==> src/rtl/gen_iir_ctrl.sv <==
// Sample sequencer between a serial ADC and a serial DAC: one paired conversion
// per sample period, a selectable channel, and LPF / bypass / HPF with saturation.
module gen_iir_ctrl #(
  parameter int          W      = 12,
  parameter int          NCH    = 2,
  parameter int          CSW    = 1,
  parameter int          SA     = 1,
  parameter int          SB     = 2,
  parameter int          SC     = 2,
  parameter logic [1:0]  DACCMD = 2'd0
) (
  input  logic             genclk,
  input  logic             reset,
  input  logic [CSW-1:0]   chsel,
  input  logic [1:0]       mode,
  output logic             adcdav,
  input  logic             davadc,
  input  logic [NCH*W-1:0] adcdata,
  output logic             dacdav,
  input  logic             davdac,
  output logic [W-1:0]     dacdata,
  output logic [1:0]       daccmd,
  output logic             sample_stb
);

  localparam int SW = W + 2;
  localparam logic [SW-1:0] MID = {{(SW-W){1'b0}}, 1'b1, {(W-1){1'b0}}};

  typedef enum logic [1:0] {IDLE, REQ, CALC} state_t;

  state_t         state;
  logic [W-1:0]   x_lat;
  logic [CSW-1:0] ch_lat;
  logic [CSW-1:0] ch_prev;
  logic [1:0]     mode_lat;
  logic [W-1:0]   xp;
  logic [W-1:0]   yp;
  logic           seed;

  logic [W-1:0]         sel_x;
  logic                 reseed;
  logic [W-1:0]         xp_eff;
  logic [W-1:0]         yp_eff;
  logic [SW-1:0]        lpf_sum;
  logic [W-1:0]         lpf_y;
  logic signed [W:0]    diff;
  logic signed [W:0]    half;
  logic signed [SW-1:0] hsum;
  logic [W-1:0]         hpf_y;
  logic [W-1:0]         y;

  assign daccmd = DACCMD;

  // Out-of-range channel selects fall back to channel 0.
  always_comb begin
    // NOTE: every combinational output gets a default first so no path leaves it unassigned (no latch).
    sel_x = adcdata[W-1:0];
    for (int k = 0; k < NCH; k++) begin
      if (chsel == CSW'(k)) sel_x = adcdata[k*W +: W];
    end
  end

  // History is seeded from the new sample after reset or a channel change.
  always_comb begin
    reseed  = seed | (ch_lat != ch_prev);
    xp_eff  = reseed ? x_lat : xp;
    yp_eff  = reseed ? x_lat : yp;

    lpf_sum = SW'(xp_eff >> SA) + SW'(x_lat >> SB) + SW'(yp_eff >> SC);
    lpf_y   = (lpf_sum[SW-1:W] != '0) ? '1 : lpf_sum[W-1:0];

    diff    = $signed({1'b0, x_lat}) - $signed({1'b0, xp_eff});
    half    = diff >>> 1;
    hsum    = $signed(MID) + $signed({half[W], half});
    if (hsum[SW-1])  hpf_y = '0;
    else if (hsum[W]) hpf_y = '1;
    else             hpf_y = hsum[W-1:0];

    case (mode_lat)
      2'b00:   y = lpf_y;
      2'b10:   y = hpf_y;
      default: y = x_lat;
    endcase
  end

  always_ff @(posedge genclk or posedge reset) begin
    if (reset) begin
      state      <= IDLE;
      adcdav     <= 1'b0;
      dacdav     <= 1'b0;
      dacdata    <= '0;
      sample_stb <= 1'b0;
      seed       <= 1'b1;
      xp         <= '0;
      yp         <= '0;
      x_lat      <= '0;
      ch_lat     <= '0;
      ch_prev    <= '0;
      mode_lat   <= '0;
    end else begin
      // NOTE: non-blocking assignments so every register samples pre-edge values, matching hardware.
      sample_stb <= 1'b0;
      case (state)
        IDLE: begin
          adcdav <= 1'b1;
          dacdav <= 1'b1;
          state  <= REQ;
        end
        REQ: begin
          if (davadc && davdac) begin
            adcdav   <= 1'b0;
            dacdav   <= 1'b0;
            x_lat    <= sel_x;
            ch_lat   <= chsel;
            mode_lat <= mode;
            state    <= CALC;
          end
        end
        CALC: begin
          // yp always tracks the LPF so a later switch into LPF has no transient.
          dacdata    <= y;
          xp         <= x_lat;
          yp         <= lpf_y;
          ch_prev    <= ch_lat;
          seed       <= 1'b0;
          sample_stb <= 1'b1;
          adcdav     <= 1'b1;
          dacdav     <= 1'b1;
          state      <= REQ;
        end
        default: state <= IDLE;
      endcase
    end
  end

endmodule

==> config.mk <==
export PLATFORM = sky130hd
export DESIGN_NAME = gen_iir_ctrl
export DESIGN_NICKNAME = d
export VERILOG_FILES = /design/src/rtl/gen_iir_ctrl.sv
export SDC_FILE = /design/constraint.sdc
export NUM_CORES = 1
export LEC_CHECK = 0
export CAP_MARGIN = 15
export CORE_ASPECT_RATIO = 2
export CORE_MARGIN = 1.5
export CORE_UTILIZATION = 50
export CTS_CLUSTER_DIAMETER = 60
export CTS_CLUSTER_SIZE = 12
export DETAILED_ROUTE_END_ITERATION = 10
export GPL_TIMING_DRIVEN = 1
export PLACE_DENSITY = 0.73
export SLEW_MARGIN = 25
export SYNTH_ARGS = -nofsm -noshare
export SYNTH_HDL_FRONTEND = slang
export SYNTH_SLANG_ARGS = --single-unit
==> constraint.sdc <==
create_clock -name genclk -period 4.53 [get_ports genclk]
set_input_delay 0.906 -clock genclk [delete_from_list [all_inputs] [get_ports genclk]]
set_output_delay 0.906 -clock genclk [all_outputs]
set_load 0.1 [all_outputs]
==> flow_metrics.tcl, run 1 <==
set metrics [dict create \
    status "complete, no violations" \
    min_path_type "reg2reg" \
    vias_per_cell 5.78 \
    cts_buffers 5 \
    yosysUniqueCellTypes 55 \
    clock_path_buffers 2 \
    synth_area_leaders "dfrtp_1, ha_1, nand2_1, fa_1, a21oi_1" \
    nFillCells 688 \
    arrival_ns 4.15 \
    yosys.area.top_type_share_pct 34.9 \
    row_count 45 \
    ctsResizeCount 0 \
    synth_edf_count 0 \
    cts_tree "done" \
    yosysWarnings 0 \
    drt-total-wl_um 9280 \
    ys_ff_latch 55 \
    final_nets 554 \
    port_buffers 45 \
    fmax_ghz 0.252 \
    ant_nets 0 \
    ioPinCount 48 \
    required_ns 4.71 \
    postSynth.asyncResetShare_pct 100 \
    gp_congestion 0.862 \
    cts_root_buf "clkbuf_16" \
    die_h_um 127 \
    diodes 0 \
    fin_crit_sh_pct 87.5 \
    fin_setup_tns_ns 0 \
    die_width_um 65.2 \
    syn-cell-area_mm2 0.00387 \
    drtIter0Drc 155 \
    avgSynthCellArea_um2 8.51 \
    holdBufCountCts 0 \
    cap_violations 0 \
    areaGrowthSynthToFinish_pct 17.1 \
    grt_antenna_before_repair 0 \
    crit_fanout 25 \
    rsz0062_at_grt "false" \
    fin_skew_ns 0.00506 \
    gr-usage-all-layers_pct 24.8 \
    finalCriticalPeriod_ns 3.96 \
    grt_pass1_vias 3434 \
    start_util_pct 51.3 \
    grt_start_max_net_pins 53 \
    grt_pass1_wl_um 15900 \
    clk_pin_slew_worst_paths_ns 0.07 \
    relSlewSlack_pct 34.1 \
    critPathLaunchType "flop" \
    cts_setup_buffers 0 \
    num_vias 3382 \
    dp.final_hpwl_um 7160 \
    core_region_area_mm2 0.00754 \
    final_hold_viol_count 0 \
    crit_type "reg2reg" \
    tightestPinTransition_ns 0.985 \
    first_pass_iters 5 \
    ys_seq_area_share_pct 35.6 \
    grt-ovfl-total 0 \
    cts_sinks 55 \
    drt-wirelength-per-cell_um 15.9 \
    remaining_drc_errors 0 \
    setup_violations 0 \
    yosysTopAreaCell "dfrtp_1" \
    slew_violations 0 \
    die_area_mm2 0.00831 \
    synth_ff_type "dfrtp_1" \
    clk_latency_ns 0.30 \
    drive_gt1_share_pct 5.50 \
    crit_path_end_kind "flop" \
    synthCells 455 \
    htreeDepth 2 \
]
-- cells by family after synthesis --
group	count (synthesis)	synth area share, %
xor gates and xnor gates	13	2.94
DFF	55	35.6
buffers and inverters	63	6.60
other	1	0.0969
muxes	15	3.94
adders and majority gates	33	13.0
AOI/OAI and AO/OA	136	21.3
and+or+nand+nor	139	16.5
-- through the flow --
| step | cells | area, um^2 | hold WS [ns] | setup WS, ns | util (%) |
|---|---|---|---|---|---|
| finish | 585 | 4530 | 0.477 | 0.568 | 60.1 |
| global route | 585 | 4530 | 0.512 | 0.239 | 60.1 |
| CTS | 584 | 4520 | 0.486 | 0.601 | 59.9 |
| detailed placement | 576 | 4370 | 0.470 | 0.609 | 57.9 |
| global placement | 576 | 4370 | 0.465 | 0.715 | 57.9 |
| floorplan | 456 | 3870 | 0.437 | 0.943 | - |
-- worst max-delay path, stage by stage, from the launching register on --
cell and delay (ns):
dfrtp_1 0.39, xnor2_1 0.23, nor2b_2 0.23, buf_4 0.29
a21oi_1 0.17, fa_1 0.52, inv_1 0.04, ha_1 0.23
fa_1 0.45, a211oi_2 0.29, o21ai_1 0.11, o21ai_1 0.22
mux2_1 0.37, a211oi_1 0.21, nand2_1 0.08
-- cell usage after synthesis (all sizes together), types with 2 or more instances --
library cell,number
ha,21
clkbuf,13
nor3,5
nor2b,7
mux2i,13
a21oi,42
a31oi,6
dfrtp,54
a21o,7
nand2,69
o21ai,49
xnor2,8
a211oi,8
buf,10
and3,4
nor4b,2
inv,40
xor2,5
o31ai,3
mux2,2
fa,12
nand2b,5
a311oi,2
nand3,5
o21a,2
nor2,31
o211ai,2
nor3b,3
a22oi,2
or3,2
a221oi,4
a211o,4
-- layer usage --
metal / up-vias / global-route usage (%) / wire length [um]
met5: - / 0 / 0
met4: 0 / 13.0 / 382
met3: 32 / 2.82 / 408
met2: 117 / 44.7 / 5020
met1: 1606 / 27.9 / 3470
li1: 1627 / - / -
-- registers in the layout, indices dropped and copies added (netlist names) --
name,cells
xp,12
ch_prev,1
dacdata,12
yp,10
ch_lat,1
seed,1
dacdav,1
mode_lat,2
state,2
x_lat,12
sample_stb,1
-- cell usage in the layout, fill, tap and decap left out, types with 7 or more instances in the layout --
| cell | count |
|---|---|
| ha_1 | 21 |
| nand2_1 | 69 |
| mux2i_1 | 13 |
| a21oi_1 | 41 |
| xnor2_1 | 8 |
| clkdlybuf4s50_1 | 45 |
| dfrtp_1 | 54 |
| a21o_1 | 7 |
| nor2_1 | 30 |
| inv_1 | 38 |
| fa_1 | 12 |
| o21ai_0 | 37 |
| o21ai_1 | 12 |
-- final cells by class --
type / count / area, um^2 / area share (%)
clock buffer: 5 / 125 / 2.76
clock inverter: 3 / 25.0 / 0.552
sequential: 55 / 1380 / 30.4
tap: 94 / 118 / 2.59
timing repair buffer: 50 / 492 / 10.8
multi-input combinational: 338 / 2250 / 49.5
inverter: 40 / 150 / 3.31
-- worst paths after layout --
| kind | slack, ns | startpoint | endpoint | cells past startpoint |
|---|---|---|---|---|
| setup reg to reg | 0.57 | ch_prev$_DFFE_PP0P_ | dacdata[9]$_DFFE_PP0P_ | 14 |
| hold / removal | 0.48 | state[0]$_DFFE_PP0N_ | state[0]$_DFFE_PP0N_ | 1 |
| min in group asynchronous | 0.98 | reset | sample_stb$_DFF_PP0_ | 2 |
| setup / recovery | 0.57 | ch_prev$_DFFE_PP0P_ | dacdata[9]$_DFFE_PP0P_ | 14 |
| hold reg to reg | 0.48 | state[0]$_DFFE_PP0N_ | state[0]$_DFFE_PP0N_ | 1 |
| max in group asynchronous | 2.71 | reset | seed$_DFFE_PP1P_ | 3 |
Power of run 1 is left out: the tool's default activity adds up to more than one toggle a clock period on the data nets, which glitch-free logic cannot reach.
==> run 2: changes to the inputs <==
--- a/config.mk
+++ b/config.mk
@@ -12,7 +12,7 @@
 export CTS_CLUSTER_DIAMETER = 60
 export CTS_CLUSTER_SIZE = 12
 export DETAILED_ROUTE_END_ITERATION = 10
-export GPL_TIMING_DRIVEN = 1
+export GPL_TIMING_DRIVEN = 0
 export PLACE_DENSITY = 0.73
 export SLEW_MARGIN = 25
 export SYNTH_ARGS = -nofsm -noshare
==> run 2 against run 1 <==
- clock skew rose by 0.0020 ns
- maximum frequency shrank 4.7%
- hold slack better by 0.0094 ns
- utilization rose by 0.66 points
- die area unchanged
- largest cell class unchanged
- via count is 2.3% higher
==> flow_metrics.tcl, run 2 (synthesis gave the netlist of run 1 again) <==
set metrics [dict create \
    fin_crit_sh_pct 91.7 \
    num_vias 3461 \
    critPathLaunchType "flop" \
    nFillCells 706 \
    slew_violations 0 \
    die_area_mm2 0.00831 \
    holdBufCountCts 0 \
    cts_buffers 5 \
    die_width_um 65.2 \
    drt-total-wl_um 10200 \
    row_count 45 \
    port_buffers 44 \
    gp_congestion 0.894 \
    final_common_cell "nand2_1" \
    vias_per_cell 5.75 \
    diodes 0 \
    arrival_ns 4.34 \
    fin_skew_ns 0.00705 \
    core_region_area_mm2 0.00754 \
    dp.final_hpwl_um 8140 \
    top_regs "dacdata (12), x_lat (12), xp (12)" \
    finalCriticalPeriod_ns 4.16 \
    drtIter0Drc 146 \
    drive_gt1_share_pct 5.71 \
    first_pass_iters 4 \
    final_nets 571 \
    fin_hold_ws_ns 0.486 \
    grt_antenna_before_repair 0 \
    relSlewSlack_pct 34.7 \
    grt_pass1_wl_um 17000 \
    rsz0062_at_grt "false" \
    clk_latency_ns 0.30 \
    status "complete, no violations" \
    fin_setup_tns_ns 0 \
    route.met3.wl_um 396 \
    cap_violations 0 \
    crit_type "reg2reg" \
    clk_pin_slew_worst_paths_ns 0.07 \
    remaining_drc_errors 0 \
    dr_wl_met2_um 5640 \
    ioPinCount 48 \
    crit_path_end_kind "flop" \
    final_hold_viol_count 0 \
    areaGrowthSynthToFinish_pct 18.4 \
    fmax_ghz 0.241 \
    setup_violations 0 \
    clock_path_buffers 2 \
    wl_met1_um 3740 \
    cts_root_buf "clkbuf_16" \
    cts_sinks 55 \
    crit_fanout 10 \
    grt_start_max_net_pins 56 \
    tightestPinTransition_ns 0.976 \
    gr-usage-all-layers_pct 26.6 \
    ant_nets 0 \
    final_cell_mix "nand2_1, dfrtp_1, clkdlybuf4s50_1" \
    cts_tree "done" \
    grt-ovfl-total 0 \
    grt_pass1_vias 3605 \
    die_h_um 127 \
    highest_layer "met4" \
    min_path_type "reg2reg" \
    required_ns 4.71 \
    drt-wirelength-per-cell_um 16.9 \
    ctsResizeCount 0 \
    cts_setup_buffers 0 \
    htreeDepth 2 \
    start_util_pct 51.3 \
]
run 2: metrics by stage:
stage / cells / setup slack [ns] / instance area [um^2] / util (%)
4_1_cts: 602 / 0.230 / 4580 / 60.7
3_3_place_gp: 594 / 0.315 / 4430 / 58.7
5_1_grt: 602 / 0.100 / 4580 / 60.7
3_5_place_dp: 594 / 0.254 / 4430 / 58.8
6_report: 602 / 0.374 / 4580 / 60.7
2_1_floorplan: 456 / 0.943 / 3870 / -
run 2: per-layer routing:
metal  up-vias  track usage, %
met1      1667            28.8
met5         -               0
met4         0            14.5
met2       105            48.8
li1       1667               -
met3        22            3.08
run 2: area by class of cell:
cell class              instances  area [um^2]  share of cell area, %
plain buffers                  23          106                   2.32
clock buffers                   7          143                   3.11
clock inverters                 1         5.00                  0.109
inverters                      40          153                   3.33
multi-input cells             338         2240                   48.9
flip-flops and latches         55         1380                   30.1
well taps                      94          118                   2.57
repair buffers                 44          440                   9.61
run 2: worst paths after layout:
check                              startpoint  cells past startpoint  slack, ns                      to
setup / recovery           ch_lat$_DFFE_PP0P_                     15       0.37  dacdata[9]$_DFFE_PP0P_
hold / removal              yp[8]$_DFFE_PP0P_                      2       0.49       yp[8]$_DFFE_PP0P_
setup reg to reg           ch_lat$_DFFE_PP0P_                     15       0.37  dacdata[9]$_DFFE_PP0P_
hold reg to reg             yp[8]$_DFFE_PP0P_                      2       0.49       yp[8]$_DFFE_PP0P_
max in group asynchronous               reset                      2       3.00   x_lat[11]$_DFFE_PP0P_
min in group asynchronous               reset                      2       1.07    sample_stb$_DFF_PP0_
run 2: critical path, cell delays in order, from the launching register on:
cell      delay [ns]
dfrtp_1         0.41
xnor2_1         0.23
nor2b_1         0.16
clkbuf_2        0.20
buf_2           0.26
a21oi_1         0.18
fa_1            0.53
inv_1           0.04
ha_1            0.23
fa_1            0.46
a211oi_2        0.31
o21ai_1         0.13
o21ai_1         0.23
mux2_1          0.37
a211oi_1        0.21
nand2_1         0.08
Power of run 2 is left out for the same reason.
